**src/rtl/debug_pkg.sv**
```systemverilog
// Shared definitions for the debug unit: FSM encodings and the default dump
// geometry used by both the debug unit and the transmit sequencer.
package debug_pkg;

    localparam int N_REGISTER_DEF    = 32;
    localparam int N_MEMORY_DATA_DEF = 127;
    localparam int N_BYTES_DEF       = 4;

    typedef enum logic [6:0] {
        ST_IDLE      = 7'b000_0001,
        ST_LOAD      = 7'b000_0010,
        ST_SEND      = 7'b000_0100,
        ST_WAIT_ACK  = 7'b000_1000,
        ST_WAIT_DONE = 7'b001_0000,
        ST_NEXT      = 7'b010_0000,
        ST_FINISH    = 7'b100_0000
    } seq_state_e;

    typedef enum logic [1:0] {
        SEC_REGS = 2'd0,
        SEC_MEM  = 2'd1,
        SEC_PC   = 2'd2
    } section_e;

    typedef enum logic [1:0] {
        HS_IDLE = 2'd0,
        HS_ACK  = 2'd1,
        HS_DONE = 2'd2
    } hs_state_e;

endpackage

```
**src/rtl/debug_tx_sequencer_handshake.sv**
```systemverilog
// One-byte request/accept/complete handshake with tx_uart. The byte is
// launched on byte_valid_i and byte_accepted_o pulses once the frame is done.
module tx_byte_handshake
    import debug_pkg::*;
#(
    parameter int N_BITS = 8
) (
    input  logic              clock_i,
    input  logic              reset_i,
    input  logic              byte_valid_i,
    input  logic [N_BITS-1:0] byte_i,
    input  logic              tx_done_i,
    output logic              byte_accepted_o,
    output logic              tx_start_o,
    output logic [N_BITS-1:0] tx_data_o
);

    hs_state_e         hs_q, hs_d;
    logic [N_BITS-1:0] data_q, data_d;

    always_ff @(posedge clock_i or posedge reset_i) begin
        if (reset_i) begin
            hs_q   <= HS_IDLE;
            data_q <= '0;
        end else begin
            hs_q   <= hs_d;
            data_q <= data_d;
        end
    end

    // tx_start_o depends only on the registered handshake state and the
    // caller's Moore-decoded byte_valid_i, never on tx_done_i.
    always_comb begin
        hs_d            = hs_q;
        data_d          = data_q;
        tx_start_o      = 1'b0;
        byte_accepted_o = 1'b0;
        case (hs_q)
            HS_IDLE: begin
                if (byte_valid_i) begin
                    tx_start_o = 1'b1;
                    data_d     = byte_i;
                    hs_d       = HS_ACK;
                end
            end
            HS_ACK: begin
                if (!tx_done_i) hs_d = HS_DONE;
            end
            HS_DONE: begin
                if (tx_done_i) begin
                    byte_accepted_o = 1'b1;
                    hs_d            = HS_IDLE;
                end
            end
            default: hs_d = HS_IDLE;
        endcase
    end

    assign tx_data_o = (hs_q == HS_IDLE) ? byte_i : data_q;

endmodule

```
**src/rtl/debug_tx_sequencer.sv**
```systemverilog
// Post-halt debug dump: registers, then data memory, then PC, each word sent
// LSB byte first through the tx_uart byte handshake.
module debug_tx_sequencer
    import debug_pkg::*;
#(
    parameter int NB_DATA       = 32,
    parameter int N_BITS        = 8,
    parameter int N_BYTES       = N_BYTES_DEF,
    parameter int N_REGISTER    = N_REGISTER_DEF,
    parameter int N_MEMORY_DATA = N_MEMORY_DATA_DEF,
    parameter int NB_REG        = 5,
    parameter int NB_ADDR       = 7,
    parameter int NB_PC         = 7
) (
    input  logic               clock_i,
    input  logic               reset_i,
    input  logic               start_i,
    input  logic               abort_i,
    output logic [NB_REG-1:0]  reg_addr_o,
    input  logic [NB_DATA-1:0] reg_data_i,
    output logic [NB_ADDR-1:0] mem_addr_o,
    input  logic [NB_DATA-1:0] mem_data_i,
    input  logic [NB_PC-1:0]   pc_i,
    output logic               sel_debug_o,
    output logic [N_BITS-1:0]  tx_data_o,
    output logic               tx_start_o,
    input  logic               tx_done_i,
    output logic               busy_o,
    output logic               done_o
);

    localparam int NB_CNT = (N_BYTES > 1) ? $clog2(N_BYTES) : 1;

    seq_state_e         state_q, state_d;
    section_e           sec_q, sec_d;
    logic [NB_REG-1:0]  reg_addr_q, reg_addr_d;
    logic [NB_ADDR-1:0] mem_addr_q, mem_addr_d;
    logic [NB_CNT-1:0]  byte_cnt_q, byte_cnt_d;
    logic [NB_DATA-1:0] shift_q, shift_d;
    logic               last_word_q, last_word_d;
    logic               abort_q, abort_d;
    logic               abort_any;
    logic               last_byte;
    logic               byte_valid;
    logic               byte_accepted;

    always_ff @(posedge clock_i or posedge reset_i) begin
        if (reset_i) begin
            state_q     <= ST_IDLE;
            sec_q       <= SEC_REGS;
            reg_addr_q  <= '0;
            mem_addr_q  <= '0;
            byte_cnt_q  <= '0;
            shift_q     <= '0;
            last_word_q <= 1'b0;
            abort_q     <= 1'b0;
        end else begin
            state_q     <= state_d;
            sec_q       <= sec_d;
            reg_addr_q  <= reg_addr_d;
            mem_addr_q  <= mem_addr_d;
            byte_cnt_q  <= byte_cnt_d;
            shift_q     <= shift_d;
            last_word_q <= last_word_d;
            abort_q     <= abort_d;
        end
    end

    assign abort_any = abort_q | abort_i;
    assign last_byte = (sec_q == SEC_PC) ? (byte_cnt_q == '0)
                                         : (byte_cnt_q == NB_CNT'(N_BYTES - 1));

    // The address advance happens on the way into NEXT so the synchronous
    // debug read ports already present the new word by the LOAD cycle.
    always_comb begin
        state_d     = state_q;
        sec_d       = sec_q;
        reg_addr_d  = reg_addr_q;
        mem_addr_d  = mem_addr_q;
        byte_cnt_d  = byte_cnt_q;
        shift_d     = shift_q;
        last_word_d = last_word_q;
        abort_d     = (state_q == ST_IDLE) ? 1'b0 : abort_any;
        case (state_q)
            ST_IDLE: begin
                sec_d       = SEC_REGS;
                reg_addr_d  = '0;
                mem_addr_d  = '0;
                byte_cnt_d  = '0;
                last_word_d = 1'b0;
                if (start_i && !abort_i) state_d = ST_LOAD;
            end
            ST_LOAD: begin
                if (abort_any) begin
                    state_d = ST_IDLE;
                end else begin
                    case (sec_q)
                        SEC_REGS: shift_d = reg_data_i;
                        SEC_MEM:  shift_d = mem_data_i;
                        default:  shift_d = {{(NB_DATA - NB_PC){1'b0}}, pc_i};
                    endcase
                    state_d = ST_SEND;
                end
            end
            ST_SEND: state_d = ST_WAIT_ACK;
            ST_WAIT_ACK: begin
                if (!tx_done_i) state_d = ST_WAIT_DONE;
            end
            ST_WAIT_DONE: begin
                if (byte_accepted) begin
                    if (abort_any) begin
                        state_d = ST_IDLE;
                    end else if (!last_byte) begin
                        shift_d    = shift_q >> N_BITS;
                        byte_cnt_d = byte_cnt_q + NB_CNT'(1);
                        state_d    = ST_SEND;
                    end else begin
                        state_d = ST_NEXT;
                        case (sec_q)
                            SEC_REGS: begin
                                if (reg_addr_q == NB_REG'(N_REGISTER - 1)) begin
                                    sec_d      = SEC_MEM;
                                    mem_addr_d = '0;
                                end else begin
                                    reg_addr_d = reg_addr_q + NB_REG'(1);
                                end
                            end
                            SEC_MEM: begin
                                if (mem_addr_q == NB_ADDR'(N_MEMORY_DATA - 1))
                                    sec_d = SEC_PC;
                                else
                                    mem_addr_d = mem_addr_q + NB_ADDR'(1);
                            end
                            default: last_word_d = 1'b1;
                        endcase
                    end
                end
            end
            ST_NEXT: begin
                byte_cnt_d = '0;
                if (abort_any)        state_d = ST_IDLE;
                else if (last_word_q) state_d = ST_FINISH;
                else                  state_d = ST_LOAD;
            end
            ST_FINISH: state_d = ST_IDLE;
            default:   state_d = ST_IDLE;
        endcase
    end

    assign byte_valid  = (state_q == ST_SEND);
    assign busy_o      = (state_q != ST_IDLE);
    assign sel_debug_o = busy_o;
    assign done_o      = (state_q == ST_FINISH) && !abort_q;
    assign reg_addr_o  = reg_addr_q;
    assign mem_addr_o  = mem_addr_q;

    tx_byte_handshake #(
        .N_BITS (N_BITS)
    ) u_handshake (
        .clock_i         (clock_i),
        .reset_i         (reset_i),
        .byte_valid_i    (byte_valid),
        .byte_i          (shift_q[N_BITS-1:0]),
        .tx_done_i       (tx_done_i),
        .byte_accepted_o (byte_accepted),
        .tx_start_o      (tx_start_o),
        .tx_data_o       (tx_data_o)
    );

endmodule
```
**config.mk**
```make
export PLATFORM = sky130hd
export DESIGN_NAME = debug_tx_sequencer
export DESIGN_NICKNAME = d
export VERILOG_FILES = /design/src/rtl/debug_pkg.sv /design/src/rtl/debug_tx_sequencer_handshake.sv /design/src/rtl/debug_tx_sequencer.sv
export SDC_FILE = /design/constraint.sdc
export NUM_CORES = 1
export LEC_CHECK = 0
export ABC_AREA = 1
export CORE_MARGIN = 3
export CORE_UTILIZATION = 50
export CTS_BUF_LIST = sky130_fd_sc_hd__clkbuf_8
export CTS_CLUSTER_DIAMETER = 120
export DETAILED_ROUTE_END_ITERATION = 7
export GPL_TIMING_DRIVEN = 0
export MAX_ROUTING_LAYER = met4
export PLACE_DENSITY = 0.91
export SETUP_SLACK_MARGIN = 0.15
export SYNTH_ARGS = -nofsm -noshare
export SYNTH_HDL_FRONTEND = slang
export SYNTH_HIERARCHICAL = 1
export SYNTH_SLANG_ARGS = --single-unit
```
**constraint.sdc**
```tcl
create_clock -name clock_i -period 2.28 [get_ports clock_i]
set_clock_uncertainty 0.15 [all_clocks]
set_input_delay 0.456 -clock clock_i [delete_from_list [all_inputs] [get_ports clock_i]]
set_output_delay 0.456 -clock clock_i [all_outputs]
set_load 0.02 [all_outputs]
```
==> impl_metrics.json <==
{
  "synth-compound-area-share": 0.0931,
  "cts-root-buf": "clkbuf_8",
  "row_count": 31,
  "die_w_um": 94.9,
  "hold_path.class": "in2async",
  "hold_buffers": 0,
  "ios": 100,
  "synth.area.mux_share": 0,
  "synthXorXnorAreaFrac": 0.0111,
  "outcome": "finished, final reports clean",
  "drtPass1Iterations": 5,
  "yosys.area.top_type": "dfrtp_1",
  "vdd_ir_drop_max_uv": 363,
  "cts_tree": "done",
  "yosysMostFrequentCell": "nand2_1",
  "final.fill_count": 563,
  "rsz0062_at_grt": "yes",
  "synthFlopType": "dfrtp_1",
  "grt_pass1_vias": 3980,
  "ys_top_cells_by_area": "dfrtp_1 42%, nand2_1 27%, a22o_1 5.5%",
  "register_area_um2": 1680,
  "grt_pass1_wl_um": 18000,
  "seqPwrFrac": 0.400,
  "tightest_slew_ns": 0.486,
  "crit_start": "state_q[5]",
  "htreeDepth": 3,
  "drtIter0Drc": 302,
  "synth_cells": 563,
  "syn_nets": 645,
  "comb_power_share": 0.346,
  "critical_path_peak_fanout": 4,
  "route.vias.total": 4128,
  "critPathKind": "reg2out",
  "period_needed_ns": 2.18,
  "setup_viol": 0,
  "clockBufferDepth": 2,
  "clkSinkCount": 67,
  "yosys.area.top_type_share": 0.418,
  "clk_latency_ns": 0.36,
  "synth_top_family_by_area": "simple AND/OR/NAND/NOR gates",
  "grt_max_degree": 41,
  "start_kind": "register",
  "grt-ovfl-total": 0,
  "multi_input_area_um2": 2030,
  "synthArstFlopShare": 1.00,
  "power_leakage_nw": 2.88,
  "yosys.area_share.simple": 0.384,
  "start_util": 0.530,
  "max-slew-margin-rel": 0.676,
  "tns_ns": 0,
  "routed_via_density": 5.22,
  "syn_area_per_cell_um2": 7.02,
  "p_clk_frac": 0.254,
  "ys_seq_area_frac": 0.425,
  "slew_viol_final": 0,
  "drive_above_1_share": 0.124,
  "synth_edf_count": 0,
  "p_sw_frac": 0.361,
  "power_switching_w": 0.00160,
  "die_h_um": 94.9,
  "synth_fa_ha_area_frac": 0.0190,
  "layout.nets": 769,
  "ant_nets": 0,
  "ys_ff_latch": 67,
  "r2r-start": "state_q[6]",
  "p_per_area_nw_per_um2": 818,
  "p_int_w": 0.00283,
  "critical_path_arrival_ns": 1.57,
  "timing.final.crit_share": 0.956,
  "core_um2": 7450,
  "max_cap_viol_count": 0,
  "antenna_found_initial": 0,
  "avgRoutedWirePerCell_um": 14.1,
  "syn_area_um2": 3950,
  "routed_wl_um": 11200,
  "ys_top_cells_by_count": "289 x nand2_1, 66 x dfrtp_1, 35 x nand3_1",
  "final-hold-violation-count": 0,
  "design.die.area_um2": 9000,
  "fmax_mhz": 459,
  "required_ns": 1.67,
  "insertedDiodeCount": 0,
  "path_clk_slew_ns": 0.07,
  "synth_warnings": 6,
  "gp_congestion": 0.932,
  "numCtsBuffers": 9,
  "grt_usage": 0.262,
  "worstSetupEndpointType": "primary output",
  "syn2layout_area_growth_pct": 36.8,
  "drc_errors": 0,
  "fin_util": 0.726,
  "dpl.hpwl_um": 8040,
  "synth_cell_types": 31,
  "portBuffers": 99
}
-- layout make-up --
| type | count | share of cell area |
|---|---|---|
| multi-input combinational | 437 | 0.376 |
| clock inverter | 5 | 0.0141 |
| tap | 99 | 0.0229 |
| buffer | 25 | 0.0280 |
| timing repair buffer | 113 | 0.196 |
| sequential | 67 | 0.310 |
| clock buffer | 11 | 0.0280 |
| inverter | 34 | 0.0241 |
-- cells in the final DEF, fill, tap and decap left out, types with 5 or more instances in the layout --
cell             count
nor2_1              23
nor2_2               5
inv_1               29
clkbuf_8            11
a22o_1              25
inv_2                5
nand3_1             35
o21ai_0             15
clkbuf_1             5
nand2_1            286
buf_2               13
nand2_2              5
clkbuf_2            11
buf_6                5
clkdlybuf4s50_1     85
nor3_1               5
o21ai_1              9
buf_4               15
ha_1                 6
dfrtp_1             66
-- through the flow --
step           instances  setup WS (ns)  area, um^2  power (W)  hold slack [ns]
5_1_grt              791         0.0440        5410    0.00470            0.327
2_1_floorplan        563          0.276        3950    0.00272            0.146
4_1_cts              781       -0.00763        5330    0.00441            0.315
6_report             791         0.0995        5410    0.00442            0.300
3_3_place_gp         761         -0.706        5060    0.00322            0.297
3_5_place_dp         762         -0.209        5080    0.00332            0.303
-- worst paths after layout --
path                       slack, ns                    end  cells after the start
max                              0.1             tx_start_o                      9
min                             0.30  u_handshake/data_q[6]                      2
max reg2reg                     0.25               sec_q[0]                     11
min reg2reg                     0.32  u_handshake/data_q[5]                      2
max in group asynchronous       1.12            shift_q[21]                      3
min in group clock_i            0.32  u_handshake/data_q[5]                      2
-- registers in the layout (all words and copies together) (netlist names) --
name                cells
abort_q                 1
byte_cnt_q              2
last_word_q             1
mem_addr_o              7
reg_addr_o              5
sec_q                   2
shift_q                32
state_q                 7
u_handshake/data_q      8
u_handshake/hs_q        2
-- what timing repair did --
item	4_1_cts	5_1_grt
resized for setup	29	33
pin swaps	1	2
setup endpoints to repair	12	22
buffers inserted	3	10
-- routing by layer --
metal / routed length, um / GRT usage
met1: 4590 / 0.311
met2: 5670 / 0.447
met3: 655 / 0.0550
met4: 246 / 0.0829
met5: 0 / -
-- power by group through the flow --
stage	clock, W	combinational [W]	sequential [W]
2_1_floorplan	0	0.000991	0.00173
3_3_place_gp	0	0.00146	0.00176
3_5_place_dp	0	0.00154	0.00178
4_1_cts	0.00112	0.00152	0.00177
5_1_grt	0.00119	0.00171	0.00181
6_report	0.00112	0.00153	0.00177
-- cells by family after synthesis --
group / count (synthesis)
fa+ha+maj: 6
buf+inv: 59
xor+xnor: 5
compound gates: 54
flops: 67
simple gates: 372
-- worst max-delay path, stage by stage (launching register included) --
cell and delay (ns):
dfrtp_1 0.40, inv_2 0.10, nand2_2 0.09, nor2_4 0.15, nand2_2 0.09, inv_2 0.06
buf_6 0.11, nand2_8 0.06, inv_2 0.05, buf_6 0.10
(Power assumes the default switching activity.)
